$ cat config.mk
export PLATFORM = sky130hd
export DESIGN_NAME = screen_rom_arbiter
export DESIGN_NICKNAME = d
export VERILOG_FILES = /design/src/rtl/screen_rom_arbiter.sv
export SDC_FILE = /design/constraint.sdc
export NUM_CORES = 1
export LEC_CHECK = 0
export ABC_AREA = 1
export BUFFER_PORTS_ARGS = -buffer_cell sky130_fd_sc_hd__buf_2
export CAP_MARGIN = 30
export CORE_ASPECT_RATIO = 2
export CORE_MARGIN = 4
export CORE_UTILIZATION = 51
export CTS_CLUSTER_SIZE = 28
export DETAILED_ROUTE_END_ITERATION = 10
export PLACE_DENSITY = 0.94
export SYNTH_ARGS = -nofsm -noshare
export SYNTH_HDL_FRONTEND = slang
export SYNTH_SLANG_ARGS = --single-unit
$ cat constraint.sdc
create_clock -name clk -period 6.6 [get_ports clk]
set_input_delay 1.32 -clock clk [delete_from_list [all_inputs] [get_ports clk]]
set_output_delay 1.32 -clock clk [all_outputs]
set_load 0.01 [all_outputs]
$ cat src/rtl/screen_rom_arbiter.sv
// screen_rom_arbiter: two-requester round-robin arbiter with lock onto a shared synchronous ROM
// Ports:
//   clk, rst            clock, asynchronous active-high reset
//   req0/1, lock0/1     read request and grant-hold request per requester
//   addr0/1             read address per requester
//   gnt0/1              combinational grant for the current cycle
//   dout0/1, vld0/1     registered read data and one-cycle valid pulse, two cycles after grant
//   rom_addr, rom_dout  shared ROM port (one-cycle read latency)
module screen_rom_arbiter #(
  parameter int ADDR_WIDTH = 20,
  parameter int DATA_WIDTH = 12
) (
  input  logic                  clk,
  input  logic                  rst,
  input  logic                  req0,
  input  logic                  req1,
  input  logic                  lock0,
  input  logic                  lock1,
  input  logic [ADDR_WIDTH-1:0] addr0,
  input  logic [ADDR_WIDTH-1:0] addr1,
  output logic                  gnt0,
  output logic                  gnt1,
  output logic [DATA_WIDTH-1:0] dout0,
  output logic [DATA_WIDTH-1:0] dout1,
  output logic                  vld0,
  output logic                  vld1,
  output logic [ADDR_WIDTH-1:0] rom_addr,
  input  logic [DATA_WIDTH-1:0] rom_dout
);
  typedef enum logic [1:0] {IDLE, OWN0, OWN1} state_t;
  state_t state;
  logic last, held, t1_vld, t1_id, hold0, hold1;
  logic [ADDR_WIDTH-1:0] addr_q;
  // held marks that the current owner asked to keep the grant; it only sticks while the owner still requests
  always_comb begin
    hold0 = state == OWN0 && held && req0;
    hold1 = state == OWN1 && held && req1;
    gnt0 = !rst && (hold0 || (!hold1 && req0 && (!req1 || last)));
    gnt1 = !rst && (hold1 || (!hold0 && req1 && (!req0 || !last)));
    rom_addr = gnt0 ? addr0 : gnt1 ? addr1 : addr_q;
  end
  always_ff @(posedge clk or posedge rst) begin
    if (rst) begin
      state <= IDLE;
      last <= 1'b1;
      held <= 1'b0;
      addr_q <= '0;
      t1_vld <= 1'b0;
      t1_id <= 1'b0;
      vld0 <= 1'b0;
      vld1 <= 1'b0;
      dout0 <= '0;
      dout1 <= '0;
    end else begin
      state <= gnt0 ? OWN0 : gnt1 ? OWN1 : IDLE;
      held <= (gnt0 && lock0) || (gnt1 && lock1);
      if (gnt0 || gnt1) begin
        last <= gnt1;
        addr_q <= rom_addr;
      end
      t1_vld <= gnt0 || gnt1;
      t1_id <= gnt1;
      vld0 <= t1_vld && !t1_id;
      vld1 <= t1_vld && t1_id;
      if (t1_vld && !t1_id) dout0 <= rom_dout;
      if (t1_vld && t1_id) dout1 <= rom_dout;
    end
  end
endmodule

==> flow_metrics.env, run 1 <==
export IMPL_core_rowCount=35
export IMPL_fp_dieH_um=107.2
export IMPL_die_area_sq_um=6170
export IMPL_finalInstanceArea_sq_um=3090
export IMPL_syn_nets=359
export IMPL_ys_ff_latch=52
export IMPL_nNetsFinal=456
export IMPL_critPathKind="in2out"
export IMPL_area_growth_pct=23.25
export IMPL_skew_ns=0.008371
export IMPL_grt_pass1_wl_um=8970
export IMPL_antenna_found_initial=0
export IMPL_r2r_start="last$_DFFE_PP1P_"
export IMPL_cts_inserted_buffers=5
export IMPL_hold_path_class="reg2reg"
export IMPL_drive_gt1_frac=0.3459
export IMPL_cts_hold_buf=0
export IMPL_start_kind="input port"
export IMPL_clk_pin_slew_ns=0.09
export IMPL_clk_path_buf_depth=2
export IMPL_powerDensity_nw_per_um2=291.1
export IMPL_fin_crit_sh=0.6627
export IMPL_die_w_um=57.58
export IMPL_grt_pass1_vias=2133
export IMPL_cp_required_ns=5.28
export IMPL_reg2regPathDepth=7
export IMPL_synth_area_leaders="dfrtp_1 (51%), nand2_1 (14%), nand3_1 (8.6%)"
export IMPL_drv_slew=0
export IMPL_place_area_sq_um=2997
export IMPL_post_route_drc_count=0
export IMPL_post_cts_setup_buffers=0
export IMPL_fmax_mhz=228.6
export IMPL_cts_max_level=2
export IMPL_cts_root_buf="clkbuf_8"
export IMPL_end_kind="output pin"
export IMPL_grt_max_degree=49
export IMPL_seq_area_frac_synth=0.5195
export IMPL_p_leak_nw=1.900
export IMPL_worst_pin_slew_ns=0.7672
export IMPL_setup_violations_final=0
export IMPL_maxCapViolations=0
export IMPL_synthesis_area_sq_um=2507
export IMPL_path_max_fanout=48
export IMPL_syn_mean_instance_area_sq_um=8.330
export IMPL_viasPerCell=4.857
export IMPL_drt_total_wl_um=5431
export IMPL_syn_inst=301
export IMPL_gp_congestion=0.7224
export IMPL_drtIter0Drc=68
export IMPL_final_common_cell="buf_2"
export IMPL_endpoint="rom_addr[13]"
export IMPL_vias=2205
export IMPL_yosys_warnings=0
export IMPL_outcome="finished, final reports clean"
export IMPL_start_util=0.5351
export IMPL_cts_resized=0
export IMPL_synth_top_area_share=0.5090
export IMPL_wl_per_cell_um=11.96
export IMPL_yosys_cell_types_count=19
export IMPL_cts_num_sinks=52
export IMPL_ioPinCount=106
export IMPL_nFillCells=387
export IMPL_r2r_end="last$_DFFE_PP1P_"
export IMPL_dp_hpwl_um=4268
export IMPL_synth_area_leader_cell="dfrtp_1"
export IMPL_r2r_slack_ns=4.79
export IMPL_ir_worst_vdd_v=0.0002364
export IMPL_cts_tree="done"
export IMPL_period_needed_ns=4.374
export IMPL_design_core_area_sq_um=4686
export IMPL_setup_tns_ns=0
export IMPL_relSlewSlack=0.4879
export IMPL_mostFrequentLayoutCells="buf_2 (105), nand2_1 (95), dfrtp_1 (51), nand3_1 (43), inv_1 (42)"
export IMPL_rsz0062_at_grt="false"
export IMPL_grt_ovfl_total=0
export IMPL_worstSetupStartpoint="rst"
export IMPL_grt_usage=0.1847
export IMPL_clock_latency_ns=0.30
export IMPL_hold_ws_ns=0.4416
export IMPL_antenna_left=0
export IMPL_io_buffer_count=105
export IMPL_n_antenna_cell=0
export IMPL_worst_ep_arrival_time_ns=3.05
export IMPL_hold_viol_final=0
export IMPL_dr_pass1_iters=4
kinds of logic after synthesis:
logic type,count (synthesis),synth area share
buffers and inverters,60,0.1113
flip-flops,52,0.5195
AO/OA/AOI/OAI,27,0.05389
AND/OR/NAND/NOR,162,0.3154
stage by stage:
step           instances  total power [mW]  utilization  worst slack [ns]
6_report             454            0.8998       0.6595             2.226
5_1_grt              454            0.9649       0.6595             1.942
4_1_cts              454            0.9145       0.6595             2.178
3_5_place_dp         446            0.7293       0.6395             2.183
3_3_place_gp         446            0.7140       0.6395             2.230
2_1_floorplan        301            0.6124            -             2.648
power by group:
group,switching [mW],internal [mW],leakage (nW),total (mW)
sequential,0.0371,0.397,0.640,0.434
clock,0.0970,0.0853,0.0445,0.182
combinational,0.168,0.116,1.22,0.283
total,0.302,0.598,1.90,0.900
registers in the layout, indices dropped and copies added (netlist names):
signal  count
addr_q     20
dout0      12
dout1      12
held        1
last        1
state       2
t1_id       1
t1_vld      1
vld0        1
vld1        1
worst max-delay path, stage by stage:
cell      delay, ns
buf_2          0.09
clkinv_2       0.58
buf_4          0.55
nand3_1        0.16
nand2_1        0.07
inv_1          0.07
nand2_1        0.05
buf_2          0.13
layer usage:
layer / GRT usage / wire length (um)
met3: 0.03133 / 411
met4: 0.06468 / 99
met1: 0.2000 / 2066
met5: 0 / 0
met2: 0.3463 / 2853
area by class of cell:
| class | count | area, sq um | area share |
|---|---|---|---|
| multi-input cells | 189 | 925.9 | 0.2996 |
| clock inverters | 1 | 7.507 | 0.002429 |
| well taps | 55 | 68.82 | 0.02227 |
| flip-flops and latches | 52 | 1303 | 0.4215 |
| clock buffers | 7 | 86.33 | 0.02794 |
| repair buffers | 106 | 533.0 | 0.1725 |
| inverters | 44 | 166.4 | 0.05385 |
synth_stat cells, drive strengths merged:
library cell  count
clkinv            1
clkbuf            7
buf               9
a21oi             2
nand3            60
o21ai            25
dfstp             1
dfrtp            51
inv              43
nor2              3
nand2            99
worst min-delay path by stage:
| stage | from | end | slack (ns) | cells after the start |
|---|---|---|---|---|
| 2_1_floorplan | t1_id$_DFF_PP0_ | vld0$_DFF_PP0_ | 0.41 | 1 |
| 3_3_place_gp | t1_id$_DFF_PP0_ | vld0$_DFF_PP0_ | 0.42 | 1 |
| 3_5_place_dp | t1_id$_DFF_PP0_ | vld0$_DFF_PP0_ | 0.42 | 1 |
| 4_1_cts | t1_id$_DFF_PP0_ | vld0$_DFF_PP0_ | 0.44 | 1 |
| 5_1_grt | t1_id$_DFF_PP0_ | vld0$_DFF_PP0_ | 0.49 | 1 |
| 6_report | t1_id$_DFF_PP0_ | vld0$_DFF_PP0_ | 0.44 | 1 |
(Power assumes the default switching activity.)
==> run 2: changes to the inputs <==
--- a/config.mk
+++ b/config.mk
@@ -10,10 +10,10 @@
 export CAP_MARGIN = 30
 export CORE_ASPECT_RATIO = 2
 export CORE_MARGIN = 4
-export CORE_UTILIZATION = 51
+export CORE_UTILIZATION = 48
 export CTS_CLUSTER_SIZE = 28
 export DETAILED_ROUTE_END_ITERATION = 10
-export PLACE_DENSITY = 0.94
+export PLACE_DENSITY = 0.89
 export SYNTH_ARGS = -nofsm -noshare
 export SYNTH_HDL_FRONTEND = slang
 export SYNTH_SLANG_ARGS = --single-unit
==> constraint.sdc (replaced) <==
create_clock -name clk -period 4.2 [get_ports clk]
set_input_delay 0.84 -clock clk [delete_from_list [all_inputs] [get_ports clk]]
set_output_delay 0.84 -clock clk [all_outputs]
set_load 0.01 [all_outputs]
==> flow_metrics.env, run 2 (synthesis gave the netlist of run 1 again) <==
export IMPL_grt_usage=0.1829
export IMPL_relSlewSlack=0.5299
export IMPL_dr_pass1_iters=5
export IMPL_powerDensity_nw_per_um2=467.0
export IMPL_hold_path_class="reg2reg"
export IMPL_hold_viol_final=0
export IMPL_clk_pin_slew_ns=0.09
export IMPL_drt_total_wl_um=5575
export IMPL_antenna_found_initial=0
export IMPL_worstHoldPathCells=1
export IMPL_cts_hold_buf=0
export IMPL_final_common_cell="buf_2"
export IMPL_clk_path_buf_depth=2
export IMPL_end_kind="output pin"
export IMPL_ioPinCount=106
export IMPL_reg2regPathDepth=7
export IMPL_skew_ns=0.007402
export IMPL_start_util=0.4924
export IMPL_critPathKind="in2out"
export IMPL_cts_tree="done"
export IMPL_cts_num_sinks=52
export IMPL_drive_gt1_frac=0.3491
export IMPL_reg_largest_list="addr_q: 20 flops, dout0: 12 flops, dout1: 12 flops"
export IMPL_top_register="addr_q"
export IMPL_n_antenna_cell=0
export IMPL_mostFrequentLayoutCells="buf_2 (105), nand2_1 (95), dfrtp_1 (51), nand3_1 (43), inv_1 (42)"
export IMPL_holdCritStartpoint="t1_id$_DFF_PP0_"
export IMPL_grt_ovfl_total=0
export IMPL_fin_crit_sh=0.7545
export IMPL_io_buffer_count=105
export IMPL_rsz0062_at_grt="false"
export IMPL_die_w_um=59.11
export IMPL_finalInstanceArea_sq_um=3123
export IMPL_setup_tns_ns=0
export IMPL_r2r_end="addr_q[0]$_DFFE_PP0P_"
export IMPL_cts_resized=0
export IMPL_maxCapViolations=0
export IMPL_area_growth_pct=24.55
export IMPL_cp_required_ns=3.36
export IMPL_grt_pass1_wl_um=9197
export IMPL_cts_inserted_buffers=5
export IMPL_min_to="vld0$_DFF_PP0_"
export IMPL_r2r_slack_ns=2.40
export IMPL_dp_hpwl_um=4439
export IMPL_dp_cells=451
export IMPL_worst_ep_arrival_time_ns=2.33
export IMPL_place_area_sq_um=3015
export IMPL_wl_per_cell_um=12.15
export IMPL_worst_pin_slew_ns=0.7034
export IMPL_fp_dieH_um=110.2
export IMPL_cts_root_buf="clkbuf_8"
export IMPL_ir_worst_vdd_v=0.0003676
export IMPL_die_area_sq_um=6514
export IMPL_period_needed_ns=3.169
export IMPL_post_cts_setup_buffers=0
export IMPL_clock_latency_ns=0.30
export IMPL_start_kind="input port"
export IMPL_grt_max_degree=31
export IMPL_antenna_left=0
export IMPL_setup_violations_final=0
export IMPL_outcome="finished, final reports clean"
export IMPL_r2r_start="last$_DFFE_PP1P_"
export IMPL_grt_pass1_vias=2228
export IMPL_drtIter0Drc=110
export IMPL_vias=2257
export IMPL_path_max_fanout=22
export IMPL_design_core_area_sq_um=5092
export IMPL_largest_register_ffs=20
export IMPL_post_route_drc_count=0
export IMPL_nNetsFinal=458
export IMPL_layout_cells_non_filler=459
export IMPL_core_rowCount=37
export IMPL_fmax_mhz=315.6
export IMPL_viasPerCell=4.917
export IMPL_p_leak_nw=1.920
export IMPL_drv_slew=0
export IMPL_cts_max_level=2
export IMPL_gp_congestion=0.7736
==> run 2: layout make-up <==
| class | count | area, sq um |
|---|---|---|
| Clock buffer | 6 | 72.57 |
| Clock inverter | 2 | 35.03 |
| Fill cell | 462 | 1969 |
| Inverter | 44 | 166.4 |
| Multi-Input combinational cell | 189 | 925.9 |
| Sequential cell | 52 | 1303 |
| Tap cell | 58 | 72.57 |
| Timing Repair Buffer | 108 | 548.0 |
==> run 2: critical path, stage by stage <==
cell,delay [ns]
buf_2,0.09
inv_1,0.05
nor2_1,0.11
nand2_1,0.10
nand2_1,0.09
nand2_2,0.25
nand2_4,0.37
nand3_1,0.19
nand2_1,0.11
buf_2,0.13
==> run 2: worst max-delay path by stage <==
| stage | endpoint | start | cells past startpoint | slack (ns) |
|---|---|---|---|---|
| global route | rom_addr[0] | req1 | 10 | 0.90 |
| CTS | rom_addr[0] | req1 | 10 | 1.01 |
| floorplan | rom_addr[10] | rst | 6 | 1.21 |
| global placement | rom_addr[19] | req0 | 10 | 1.20 |
| finish | rom_addr[0] | req1 | 10 | 1.03 |
| detailed placement | rom_addr[0] | req1 | 10 | 1.03 |
==> run 2: routing by layer <==
| layer | part of all wire | GRT usage | up-vias |
|---|---|---|---|
| li1 | - | - | 1133 |
| met1 | 0.35 | 0.1748 | 1014 |
| met2 | 0.55 | 0.3481 | 96 |
| met3 | 0.075 | 0.04545 | 14 |
| met4 | 0.027 | 0.08590 | 0 |
| met5 | 0 | 0 | - |
==> run 2: per-stage QoR <==
step	hold slack [ns]	power [mW]	util	setup WS (ns)
after floorplan	0.4122	0.9624	-	1.208
after detailed placement	0.4230	1.147	0.5921	1.026
after global placement	0.4252	1.126	0.5921	1.202
after CTS	0.4438	1.482	0.6133	1.012
final	0.4427	1.458	0.6133	1.031
after global routing	0.4614	1.568	0.6133	0.9002
==> run 2: power breakdown <==
| group | leakage [nW] | switching, mW | total, mW | internal, mW |
|---|---|---|---|---|
| Sequential | 0.640 | 0.0578 | 0.682 | 0.624 |
| Clock | 0.0552 | 0.153 | 0.330 | 0.177 |
| Combinational | 1.23 | 0.263 | 0.446 | 0.183 |
| Total | 1.92 | 0.474 | 1.46 | 0.984 |
==> run 3: changes to the inputs <==
--- a/config.mk
+++ b/config.mk
@@ -10,10 +10,10 @@
 export CAP_MARGIN = 30
 export CORE_ASPECT_RATIO = 2
 export CORE_MARGIN = 4
-export CORE_UTILIZATION = 48
+export CORE_UTILIZATION = 43
 export CTS_CLUSTER_SIZE = 28
 export DETAILED_ROUTE_END_ITERATION = 10
-export PLACE_DENSITY = 0.89
+export PLACE_DENSITY = 0.85
 export SYNTH_ARGS = -nofsm -noshare
 export SYNTH_HDL_FRONTEND = slang
 export SYNTH_SLANG_ARGS = --single-unit
==> constraint.sdc (replaced) <==
create_clock -name clk -period 2.7 [get_ports clk]
set_input_delay 0.54 -clock clk [delete_from_list [all_inputs] [get_ports clk]]
set_output_delay 0.54 -clock clk [all_outputs]
set_load 0.01 [all_outputs]
==> flow_metrics.env, run 3 (synthesis gave the netlist of run 1 again) <==
export IMPL_worst_pin_slew_ns=0.7071
export IMPL_cts_inserted_buffers=5
export IMPL_setup_tns_ns=0
export IMPL_core_rowCount=39
export IMPL_outcome="finished, final reports clean"
export IMPL_cts_max_level=2
export IMPL_cts_resized=0
export IMPL_drt_total_wl_um=5387
export IMPL_setup_violations_final=0
export IMPL_area_growth_pct=27.05
export IMPL_seq_power_share=0.447
export IMPL_gp_congestion=0.7166
export IMPL_critPathTopFamily="flip-flops"
export IMPL_mostFrequentLayoutCells="buf_2 (105), nand2_1 (95), dfrtp_1 (51), nand3_1 (43), inv_1 (42)"
export IMPL_intPower_mw=1.632
export IMPL_cp_slowest_cell="dfstp_2"
export IMPL_antenna_left=0
export IMPL_skew_ns=0.002845
export IMPL_start_kind="register"
export IMPL_io_buffer_count=105
export IMPL_nFillCells=543
export IMPL_combPwrFrac=0.292
export IMPL_p_leak_nw=1.946
export IMPL_hold_viol_final=0
export IMPL_start_util=0.4392
export IMPL_cts_tree="done"
export IMPL_post_cts_setup_buffers=0
export IMPL_final_common_cell="buf_2"
export IMPL_cts_root_buf="clkbuf_16"
export IMPL_viasPerCell=4.728
export IMPL_pre_cts_ws_ns=0.4705
export IMPL_cp_required_ns=2.16
export IMPL_grt_pass1_wl_um=8597
export IMPL_worst_ep_arrival_time_ns=1.82
export IMPL_p_switching_uw=745.2
export IMPL_powerDensity_nw_per_um2=746.4
export IMPL_multiInputGateArea_sq_um=925.9
export IMPL_nNetsFinal=459
export IMPL_path_max_fanout=20
export IMPL_crit_top_cell="nand2_1"
export IMPL_wl_per_cell_um=11.63
export IMPL_setup_ws_ns=0.3430
export IMPL_maxCapViolations=0
export IMPL_ir_worst_vdd_v=0.0006046
export IMPL_crit_buf_inv=4
export IMPL_clockPowerShare=0.261
export IMPL_cts_hold_buf=0
export IMPL_fin_util=0.5580
export IMPL_dp_hpwl_um=4304
export IMPL_drive_gt1_frac=0.3483
export IMPL_ioPinCount=106
export IMPL_grt_pass1_vias=2039
export IMPL_rsz0062_at_grt="false"
export IMPL_drv_slew=0
export IMPL_p_sw_frac=0.3134
export IMPL_grt_max_degree=59
export IMPL_grt_ovfl_total=0
export IMPL_end_kind="output pin"
export IMPL_relSlewSlack=0.5275
export IMPL_dr_pass1_iters=4
export IMPL_hold_ws_ns=0.1924
export IMPL_post_route_drc_count=0
export IMPL_drtIter0Drc=73
export IMPL_hold_path_class="in2async"
export IMPL_fin_crit_sh=0.8730
export IMPL_p_total_mw=2.378
export IMPL_clock_latency_ns=0.28
export IMPL_n_antenna_cell=0
export IMPL_largest_register_ffs=20
export IMPL_fp_dieH_um=116.0
export IMPL_period_needed_ns=2.357
export IMPL_critPathKind="reg2out"
export IMPL_fmax_mhz=424.3
export IMPL_vias=2189
export IMPL_clk_pin_slew_ns=0.06
export IMPL_top_register="addr_q"
export IMPL_die_w_um=62.00
export IMPL_design_core_area_sq_um=5709
export IMPL_clk_path_buf_depth=2
export IMPL_die_area_sq_um=7191
export IMPL_slowest_delay_ns=0.53
export IMPL_grt_usage=0.1578
export IMPL_cts_num_sinks=52
export IMPL_crit_chain="inv_1 -> a21oi_1 -> nand2_1 -> nand2_2 -> buf_4 -> nand3_1 -> nand2_1 -> inv_1 -> nand2_1 -> buf_2"
export IMPL_seq_area_sq_um=1303
export IMPL_reg_largest_list="addr_q: 20 flops, dout0: 12 flops, dout1: 12 flops"
export IMPL_antenna_found_initial=0
run 3: changes by cell type in the layout (fill, tap and decap cells not counted), sizes merged:
| cell | change |
|---|---|
| buf | +1 |
| bufinv | -1 |
| clkbuf | +2 |
| clkinv | -1 |
run 3: stage by stage:
step           std cells  cell area, sq um
2_1_floorplan        301              2507
3_3_place_gp         455              3039
3_5_place_dp         455              3039
4_1_cts              463              3186
5_1_grt              463              3186
6_report             463              3186
run 3: worst paths after layout:
path                                  start                endpoint  slack [ns]  cells after the start
setup / recovery           last$_DFFE_PP1P_             rom_addr[8]        0.34                     10
hold / removal                          rst      state[1]$_DFF_PP0_        0.19                      2
setup reg to reg           last$_DFFE_PP1P_  addr_q[13]$_DFFE_PP0P_        1.24                      9
hold reg to reg             t1_id$_DFF_PP0_          vld0$_DFF_PP0_        0.43                      1
max in group asynchronous               rst    dout0[4]$_DFFE_PP0P_        1.95                      3
min in group clk            t1_id$_DFF_PP0_          vld0$_DFF_PP0_        0.43                      1
run 3: layout make-up:
| class | count | area share |
|---|---|---|
| well taps | 61 | 0.02396 |
| inverters | 44 | 0.05224 |
| clock buffers | 8 | 0.04595 |
| flip-flops and latches | 52 | 0.4089 |
| repair buffers | 109 | 0.1783 |
| multi-input cells | 189 | 0.2907 |
run 3: worst reg2reg max path, stage by stage, from the launching register on:
cell and delay [ns]:
dfstp_2 0.53, inv_1 0.06, a21oi_1 0.12, nand2_1 0.07, nand2_2 0.08, buf_4 0.23, nand3_1 0.10, nand2_1 0.09
inv_1 0.05, nand2_1 0.06
run 3: per-layer routing:
metal / wire [um] / global-route usage / share of wire / up-vias
met5: 0 / 0 / 0 / -
met4: 83 / 0.05524 / 0.015 / 0
met3: 396 / 0.03233 / 0.074 / 8
met2: 2957 / 0.2922 / 0.55 / 85
met1: 1950 / 0.1656 / 0.36 / 959
li1: - / - / - / 1137
run 3: power by group through the flow:
stage | Combinational, mW | Sequential (mW) | Clock (mW)
global placement | 0.688 | 1.07 | 0
global route | 0.793 | 1.08 | 0.670
detailed placement | 0.707 | 1.08 | 0
floorplan | 0.371 | 1.13 | 0
CTS | 0.709 | 1.07 | 0.643
finish | 0.694 | 1.06 | 0.620
